<file path="config.mk">
export PLATFORM = sky130hd
export DESIGN_NAME = uart_buffer_fifo
export DESIGN_NICKNAME = d
export VERILOG_FILES = /design/src/rtl/uart_fifo_pkg.sv /design/src/rtl/uart_fifo_mem.sv /design/src/rtl/uart_buffer_fifo.sv
export SDC_FILE = /design/constraint.sdc
export NUM_CORES = 1
export LEC_CHECK = 0
export ABC_CLOCK_PERIOD_IN_PS = 4150
export BUFFER_PORTS_ARGS = -buffer_cell sky130_fd_sc_hd__buf_2
export CAP_MARGIN = 20
export CORE_AREA = 10 10 201 127
export CTS_CLUSTER_SIZE = 25
export DETAILED_ROUTE_END_ITERATION = 16
export DIE_AREA = 0 0 211 137
export PLACE_DENSITY = 0.47
export RECOVER_POWER = 50
export SETUP_SLACK_MARGIN = 0.15
export SLEW_MARGIN = 20
export SYNTH_ARGS = -nofsm -noshare
export SYNTH_HDL_FRONTEND = slang
export SYNTH_SLANG_ARGS = --single-unit
</file>
<file path="constraint.sdc">
create_clock -name clk_i -period 4.15 [get_ports clk_i]
set_input_delay 0 -clock clk_i [delete_from_list [all_inputs] [get_ports clk_i]]
set_output_delay 0 -clock clk_i [all_outputs]
set_load 0.1 [all_outputs]
</file>
<file path="src/rtl/uart_fifo_pkg.sv">
// Shared constants and the pointer-status record for the UART buffer FIFO.
// LEVEL_W covers the largest legal depth (256), so one struct type serves every build.
package uart_fifo_pkg;

    localparam int DEFAULT_DEPTH = 16;
    localparam int DEFAULT_WIDTH = 8;
    localparam int LEVEL_W       = 9;

    typedef struct packed {
        logic               full;
        logic               empty;
        logic [LEVEL_W-1:0] level;
    } ptr_status_t;

endpackage

</file>
<file path="src/rtl/uart_fifo_mem.sv">
// DEPTH x WIDTH flop storage: one synchronous write port, one asynchronous read port.
// Contents are deliberately never reset; occupancy lives in the pointer logic.
module uart_fifo_mem
    import uart_fifo_pkg::*;
#(
    parameter int  DEPTH = DEFAULT_DEPTH,
    parameter int  WIDTH = DEFAULT_WIDTH,
    localparam int AW    = $clog2(DEPTH)
) (
    input  logic             clk,
    input  logic             we,
    input  logic [AW-1:0]    waddr,
    input  logic [WIDTH-1:0] wdata,
    input  logic [AW-1:0]    raddr,
    output logic [WIDTH-1:0] rdata
);

    logic [WIDTH-1:0] mem [DEPTH];

    always_ff @(posedge clk) begin
        if (we) begin
            mem[waddr] <= wdata;
        end
    end

    assign rdata = mem[raddr];

endmodule

</file>
<file path="src/rtl/uart_buffer_fifo.sv">
// First-word-fall-through UART buffer FIFO with registered full/empty/level and a watermark.
// Define UART_FIFO_ERR_EN to add the sticky ovf_o/udf_o error flags.
module uart_buffer_fifo
    import uart_fifo_pkg::*;
#(
    parameter int DEPTH = DEFAULT_DEPTH,
    parameter int WIDTH = DEFAULT_WIDTH,
    localparam int AW   = $clog2(DEPTH),
    localparam int CW   = AW + 1
) (
    input  logic             clk_i,
    input  logic             rst_ni,
    input  logic             clr_i,
    input  logic             we_i,
    input  logic [WIDTH-1:0] wdata_i,
    input  logic             re_i,
    input  logic [CW-1:0]    thresh_i,
`ifdef UART_FIFO_ERR_EN
    output logic             ovf_o,
    output logic             udf_o,
`endif
    output logic [WIDTH-1:0] rdata_o,
    output logic             full_o,
    output logic             empty_o,
    output logic [CW-1:0]    level_o,
    output logic             wmark_o
);

    logic [CW-1:0]    wr_ptr, rd_ptr, wr_next, rd_next;
    ptr_status_t      status_q, status_d;
    logic             push_ok, pop_ok;
    logic [WIDTH-1:0] mem_rdata;

    // A full FIFO still accepts a push when the head leaves in the same cycle.
    assign pop_ok  = re_i && !status_q.empty;
    assign push_ok = we_i && (!status_q.full || pop_ok);

    always_comb begin
        wr_next         = wr_ptr + CW'(push_ok);
        rd_next         = rd_ptr + CW'(pop_ok);
        status_d.level  = status_q.level;
        if (push_ok && !pop_ok) begin
            status_d.level = status_q.level + LEVEL_W'(1);
        end else if (pop_ok && !push_ok) begin
            status_d.level = status_q.level - LEVEL_W'(1);
        end
        status_d.empty  = (wr_next == rd_next);
        status_d.full   = (wr_next[AW-1:0] == rd_next[AW-1:0]) && (wr_next[AW] != rd_next[AW]);
        if (clr_i) begin
            wr_next  = '0;
            rd_next  = '0;
            status_d = '{full: 1'b0, empty: 1'b1, level: '0};
        end
    end

    always_ff @(posedge clk_i or negedge rst_ni) begin
        if (!rst_ni) begin
            wr_ptr   <= '0;
            rd_ptr   <= '0;
            status_q <= '{full: 1'b0, empty: 1'b1, level: '0};
        end else begin
            wr_ptr   <= wr_next;
            rd_ptr   <= rd_next;
            status_q <= status_d;
        end
    end

`ifdef UART_FIFO_ERR_EN
    always_ff @(posedge clk_i or negedge rst_ni) begin
        if (!rst_ni) begin
            ovf_o <= 1'b0;
            udf_o <= 1'b0;
        end else if (clr_i) begin
            ovf_o <= 1'b0;
            udf_o <= 1'b0;
        end else begin
            if (we_i && !push_ok) begin
                ovf_o <= 1'b1;
            end
            if (re_i && status_q.empty) begin
                udf_o <= 1'b1;
            end
        end
    end
`endif

    uart_fifo_mem #(
        .DEPTH (DEPTH),
        .WIDTH (WIDTH)
    ) u_mem (
        .clk   (clk_i),
        .we    (push_ok && !clr_i),
        .waddr (wr_ptr[AW-1:0]),
        .wdata (wdata_i),
        .raddr (rd_ptr[AW-1:0]),
        .rdata (mem_rdata)
    );

    assign full_o  = status_q.full;
    assign empty_o = status_q.empty;
    assign level_o = status_q.level[CW-1:0];
    assign rdata_o = status_q.empty ? '0 : mem_rdata;
    assign wmark_o = (thresh_i != '0) && (status_q.level >= LEVEL_W'(thresh_i));

endmodule

</file>
==> impl_metrics.csv, run 1 <==
group,metric,value,unit
clock_tree,insertion_delay,420,ps
clock_tree,ctsResizeCount,0,
clock_tree,cts_tree,"yes",
synth,synth_cell_type_count,42,
worst_setup_path,timing.rr.end,"status_q[6]",
worst_setup_path,worst_r2r_path_depth,8,
synth,ys_async_sr_fraction,14.1,%
route,wl_per_cell,21.0,µm
die,dieWidth,211,µm
worst_setup_path,critPathBufInv,2,
synth,yosys.area.top_type,"edfxtp_1",
worst_setup_path,crit_arrival,3130,ps
final_layout,n_fill_cell,2094,
power,leakagePower,2.60,nW
power,vdd_drop_max,0.301,mV
timing,slew_headroom,18.3,%
final_layout,area_delta_synth_final,18.5,%
worst_setup_path,crit_cells,5,
final_layout,layout_common_cells,"edfxtp_1, mux4_2, nor2_1, clkbuf_1, dfrtp_1",
die,die_y,137,µm
die,io_pins,34,
worst_setup_path,reg2reg_slack,1150,ps
final_layout,layout_commonest_cell,"edfxtp_1",
final_layout,drive_gt1_share,22.9,%
clock_tree,cts_buffers,17,
clock_tree,cts-htree-levels,4,
grt,grt_pass1_vias,3612,
worst_setup_path,crit_path_max_incr_delay,940,ps
timing,max_freq,0.319,GHz
worst_setup_path,r2r_start,"empty_o",
synth,ys_seq_elements,149,
clock_tree,hold_buffers,9,
worst_setup_path,crit_family,"multiplexers",
synth,synth-edff-count,128,
timing,final.period_utilization,75.5,%
die,initial_core_util,29.6,%
timing,rsz0062_at_grt,"no",
die,num_rows,42,
synth,synth_ff_type,"edfxtp_1",
clock_tree,cts_sinks,149,
synth,yosys.area.top_type_share,59.6,%
final_layout,antenna_cells,0,
route,viasPerCell,4.81,
timing,slew_viol_final,0,
grt,grtUsageTotal,11.1,%
die,coreArea,21800,µm²
placed_design,dp_hpwl,10200,µm
synth,syn-num-nets,409,
worst_setup_path,worstPathMaxFanout,25,
worst_setup_path,worstPathCellList,"buf_4 -> mux4_2 -> mux4_2 -> nor2b_1 -> buf_2",
final_layout,stdcell_area,7640,µm²
timing,setup_tns,0,ps
synth,synthTopCellsByArea,"edfxtp_1, mux4_2, dfrtp_1",
grt,grt_pass1_wl,23200,µm
worst_setup_path,crit_slowest_cell,"dfrtp_2",
placed_design,placed_cell_area,6950,µm²
synth,avgSynthCellArea,17.3,µm²
run_status,outcome,"completed",
clock_tree,cts.path.max_buffers,2,
route,first_pass_iters,5,
flow_run,maxCapViolCount,0,
route,first_iter_violations,233,
worst_setup_path,crit_path_start_kind,"flip-flop",
worst_setup_path,crit_start,"rd_ptr[0]",
clock_tree,path_clk_slew,60,ps
final_layout,final_nets,465,
timing,period_minus_slack,3130,ps
hold_path,hp-class,"in -> reg",
grt,grt_max_degree,36,
worst_setup_path,crit_end,"rdata_o[1]",
final_layout,finish.utilization,35.1,%
clock_tree,clock-root-buffer,"clkbuf_16",
die,dieArea,28900,µm²
timing,worst_slew_pin_slew,1230,ps
synth,syn_inst,373,
clock_tree,postCtsSetupBuffers,0,
timing,setup-violations-final,0,
grt,antenna_found_initial,1,
route,vias,3500,
grt,overflow,0,
timing,hold_viol_final,0,
timing,skew,9.18,ps
synth,synth_warnings,0,
placed_design,gp_congestion,0.779,
worst_setup_path,cp.required,4150,ps
placed_design,io_buffers,33,
synth,netlist_area,6450,µm²
worst_setup_path,critPathMostFrequentCell,"mux4_2",
route,post-route-drc-count,0,
power,p_per_area,536,nW/µm²
synth,ys_seq_area_share,67.8,%
worst_setup_path,crit_type,"reg -> out",
route,drt_wl_total,15300,µm
worst_setup_path,crit_path_end_kind,"primary output",
route,ant_nets,0,
state kept, by name, summed over array words and instances, names as in the netlist:
signal,cells
empty_o,1
status_q,4
level_o,5
wr_ptr,5
full_o,1
rd_ptr,5
u_mem.mem,128
synthesized netlist by cell type (2+ instances only):
cell type / count
nor3_1: 9
ha_1: 17
nor2b_1: 13
xor2_1: 4
buf_2: 5
nand3b_1: 2
nor4b_1: 2
nand3_1: 13
a21o_1: 4
dfrtp_1: 20
o21ai_0: 5
xnor2_1: 10
nand4_1: 2
or4_1: 3
buf_6: 3
nand2b_1: 4
buf_4: 5
edfxtp_1: 128
a21oi_1: 8
mux4_2: 40
mux2i_1: 2
clkbuf_1: 7
inv_1: 10
nor2_1: 26
nand2_1: 14
stage by stage:
| step | setup WS, ps | total power, mW | cells | hold WS (ps) |
|---|---|---|---|---|
| after floorplan | 997 | 2.39 | 373 | -296 |
| after detailed placement | 1330 | 2.55 | 685 | 4.03 |
| final | 1020 | 4.09 | 728 | 27.8 |
| after CTS | 935 | 4.14 | 726 | 23.9 |
| after global routing | 840 | 4.26 | 728 | 38.5 |
| after global placement | 1410 | 2.54 | 685 | -2.29 |
kinds of logic after synthesis:
family / Yosys count / share of synthesized area (%)
adders and majority gates: 18 / 3.61
DFF: 149 / 67.8
buffers and inverters: 31 / 2.54
AOI/OAI and AO/OA: 28 / 2.83
and+or+nand+nor: 91 / 7.04
xor gates and xnor gates: 14 / 1.90
muxes: 42 / 14.3
per-layer routing:
metal | vias to the layer above | routed length (µm) | GRT usage [%]
met2 | 94 | 6540 | 15.1
met3 | 15 | 750 | 3.11
met5 | - | 0 | 0
li1 | 1570 | - | -
met1 | 1821 | 7840 | 16.1
met4 | 0 | 172 | 4.41
worst min path at each step:
stage           start    endpoint  slack [ps]  cells past startpoint
2_1_floorplan  rst_ni      full_o        -300                      0
3_3_place_gp   rst_ni  level_o[2]          -2                      1
3_5_place_dp   rst_ni  level_o[2]           4                      1
4_1_cts         clr_i  level_o[0]          20                      2
5_1_grt         clr_i   wr_ptr[4]          40                      2
6_report        clr_i  level_o[4]          30                      2
area by class of cell:
cell class	count	area [µm²]	share of cell area, %
Sequential cell	149	4370	57.2
Multi-Input combinational cell	193	1920	25.1
Clock buffer	21	440	5.76
Tap cell	286	358	4.68
Timing Repair Buffer	58	355	4.65
Clock inverter	11	158	2.06
Inverter	10	37.5	0.491
report_power, final:
group	leakage [nW]	total, mW	switching, mW	internal (mW)
registers	1.43	1.75	0.0776	1.67
logic	0.883	0.766	0.523	0.243
clock network	0.288	1.58	0.583	0.998
No activity file was read; power rests on OpenSTA's default activity.
==> run 2: changes to the inputs <==
- ABC_AREA: default -> 1
- ABC_CLOCK_PERIOD_IN_PS: 4150 -> 2500
- CORE_AREA: 10 10 201 127 -> 10 10 211 133
- DIE_AREA: 0 0 211 137 -> 0 0 221 143
- PLACE_DENSITY: 0.47 -> 0.48
- clock period: 4.15 -> 2.5 ns (I/O delays scaled with it)
==> run 2 against run 1 <==
Against the previous run: synthesized cell count is 100% higher; critical path depth is 8 higher; power is 69% higher; largest cell class unchanged; clock skew is 2.4 ps higher; final area is 11% higher; core utilization is 0.23 points higher; count of clock-buffer cells in the layout is 3 lower.
==> impl_metrics.csv, run 2 <==
group,metric,value,unit
run_status,outcome,"completed",
worst_setup_path,crit_path_start_kind,"flip-flop",
timing,setup-violations-final,0,
worst_setup_path,crit_start,"empty_o",
clock_tree,cts_sinks,149,
clock_tree,cts.path.max_buffers,2,
synth,synth_most_common_cell,"nand2_1",
timing,rsz0062_at_grt,"yes",
placed_design,dp_hpwl,12100,µm
timing,slew_viol_final,0,
final_layout,layout_commonest_cell,"nand2_1",
power,p_per_area,817,nW/µm²
final_layout,fin_cells,1136,
worst_setup_path,crit_path_end_kind,"flip-flop",
synth,synth_common_cells,"nand2_1, edfxtp_1, nand3_1",
route,dr_wl_met3,1120,µm
route,drt_wl_total,18200,µm
timing,setup_tns,0,ps
synth,synth_warnings,0,
clock_tree,postCtsSetupBuffers,0,
synth,synth-edff-count,128,
hold_path,hp-class,"in -> reg",
die,die_y,143,µm
grt,grtUsageTotal,11.7,%
final_layout,top_register,"u_mem.mem",
route,ant_nets,0,
timing,skew,11.6,ps
synth,synth_ff_type,"edfxtp_1",
final_layout,area_delta_synth_final,18.8,%
route,highest_layer,"met4",
worst_setup_path,worst_r2r_path_depth,13,
timing,max_freq,0.447,GHz
die,io_pins,34,
clock_tree,path_clk_slew,60,ps
timing,slew_headroom,13.9,%
synth,avgSynthCellArea,9.58,µm²
clock_tree,cts_tree,"yes",
worst_setup_path,crit_type,"reg -> reg",
timing,period_minus_slack,2240,ps
route,vias,4951,
die,num_rows,44,
grt,overflow,0,
flow_run,maxCapViolCount,0,
clock_tree,cts-htree-levels,4,
synth,yosys.area.top_type_share,53.8,%
worst_setup_path,timing.rr.end,"empty_o",
clock_tree,clock-root-buffer,"clkbuf_16",
power,power,6.93,mW
timing,final.period_utilization,89.4,%
route,m1WireLength,9520,µm
die,coreArea,24000,µm²
final_layout,layout_common_cells,"nand2_1, edfxtp_1, nand3_1, inv_1, nor2_1",
final_layout,stdcell_area,8480,µm²
final_layout,final_nets,838,
route,first_pass_iters,4,
worst_setup_path,cp.required,2860,ps
synth,netlist_area,7140,µm²
placed_design,placed_cell_area,7880,µm²
clock_tree,cts_buffers,17,
final_layout,antenna_cells,0,
route,first_iter_violations,271,
grt,grt_pass1_vias,4852,
timing,worst_slew_pin_slew,1290,ps
synth,ys_seq_elements,149,
worst_setup_path,reg2reg_slack,260,ps
worst_setup_path,worstPathMaxFanout,3,
final_layout,drive_gt1_share,11.7,%
die,dieWidth,221,µm
synth,syn-num-nets,781,
worst_setup_path,crit_arrival,2600,ps
clock_tree,insertion_delay,420,ps
placed_design,dp.cells,1095,
synth,syn_inst,745,
placed_design,io_buffers,33,
placed_design,gp_congestion,0.818,
final_layout,largest_register_ffs,128,
die,dieArea,31600,µm²
worst_setup_path,r2r_start,"empty_o",
route,wl_per_cell,16.1,µm
grt,grt_pass1_wl,28600,µm
route,viasPerCell,4.36,
die,initial_core_util,29.7,%
synth,synth_cell_type_count,28,
synth,ys_async_sr_fraction,14.1,%
synth,yosys.area.top_type,"edfxtp_1",
grt,antenna_found_initial,0,
worst_setup_path,crit_end,"empty_o",
synth,ys_seq_area_share,61.2,%
grt,grt_max_degree,66,
timing,hold_viol_final,0,
synth,synthTopCellsByArea,"edfxtp_1, nand2_1, nand3_1",
route,post-route-drc-count,0,
power,vdd_drop_max,0.477,mV
power,leakagePower,3.65,nW
route,route.met2.wl,7460,µm
-- run 2: cell count changes in the layout (fill, tap and decap cells not counted), sizes merged, moves of 6 or more --
cell   delta
a21oi     +8
buf      +12
inv      +93
mux4     -40
nand2   +246
nand3    +91
nor2      +7
nor2b    -13
nor3      -6
-- run 2: worst min-delay path by stage --
stage,start,end,slack (ps),cells past startpoint
2_1_floorplan,rst_ni,full_o,-300,0
5_1_grt,we_i,status_q[8],150,6
4_1_cts,rst_ni,level_o[2],90,2
3_3_place_gp,rst_ni,status_q[5],10,1
6_report,we_i,status_q[8],110,6
3_5_place_dp,rst_ni,status_q[5],7,1
-- run 2: kinds of logic (layout without fill, tap and decap cells) --
family,after synthesis,after routing,share of synthesized area [%]
flip-flops,149,149,61.2
XOR/XNOR,9,9,1.10
buffers and inverters,136,205,8.53
AND/OR/NAND/NOR,408,408,24.0
adder cells (fa/ha/maj),18,18,3.26
AO/OA/AOI/OAI,25,25,1.91
-- run 2: routing by layer --
layer  up-vias  global-route usage, %
li1       2531                      -
met1      2318                   17.6
met2        93                   15.9
met3         9                   2.49
met4         0                   3.73
met5         -                      0
-- run 2: layout make-up --
cell class	count	area [µm²]
clock buffers	18	429
clock inverters	13	92.6
repair buffers	70	594
well taps	322	403
flip-flops and latches	149	4380
inverters	104	392
fillers	2482	15500
multi-input cells	460	2200
-- run 2: repair_timing --
item                                    in CTS  in global routing
endpoints found under the setup margin       0                  3
hold buffers                                10                  0
endpoints found under the hold margin      156                  0
gates resized for setup                      0                  1
-- run 2: worst max-delay path, stage by stage, from the launching register on --
cell and delay, ps:
dfstp_4 610, inv_2 30, nand2_1 120, inv_2 80, o21ai_4 160, inv_1 60
ha_1 220, ha_1 250, nand3_1 160, xor2_1 200, nand2_1 100, nand2_1 80
nand3_1 60, nand2_1 60
-- run 2: metrics by stage --
| stage | hold WS (ps) | util (%) | worst slack (ps) |
|---|---|---|---|
| detailed placement | 6.99 | 32.8 | 320 |
| global route | 150 | 35.3 | 103 |
| CTS | 88.8 | 35.4 | 172 |
| finish | 114 | 35.3 | 264 |
| floorplan | -296 | - | 119 |
| global placement | 11.8 | 32.8 | 367 |
-- run 2: where the power goes --
group / internal, mW / switching (mW)
combinational: 0.497 / 1.21
sequential: 2.79 / 0.112
clock: 1.34 / 0.987
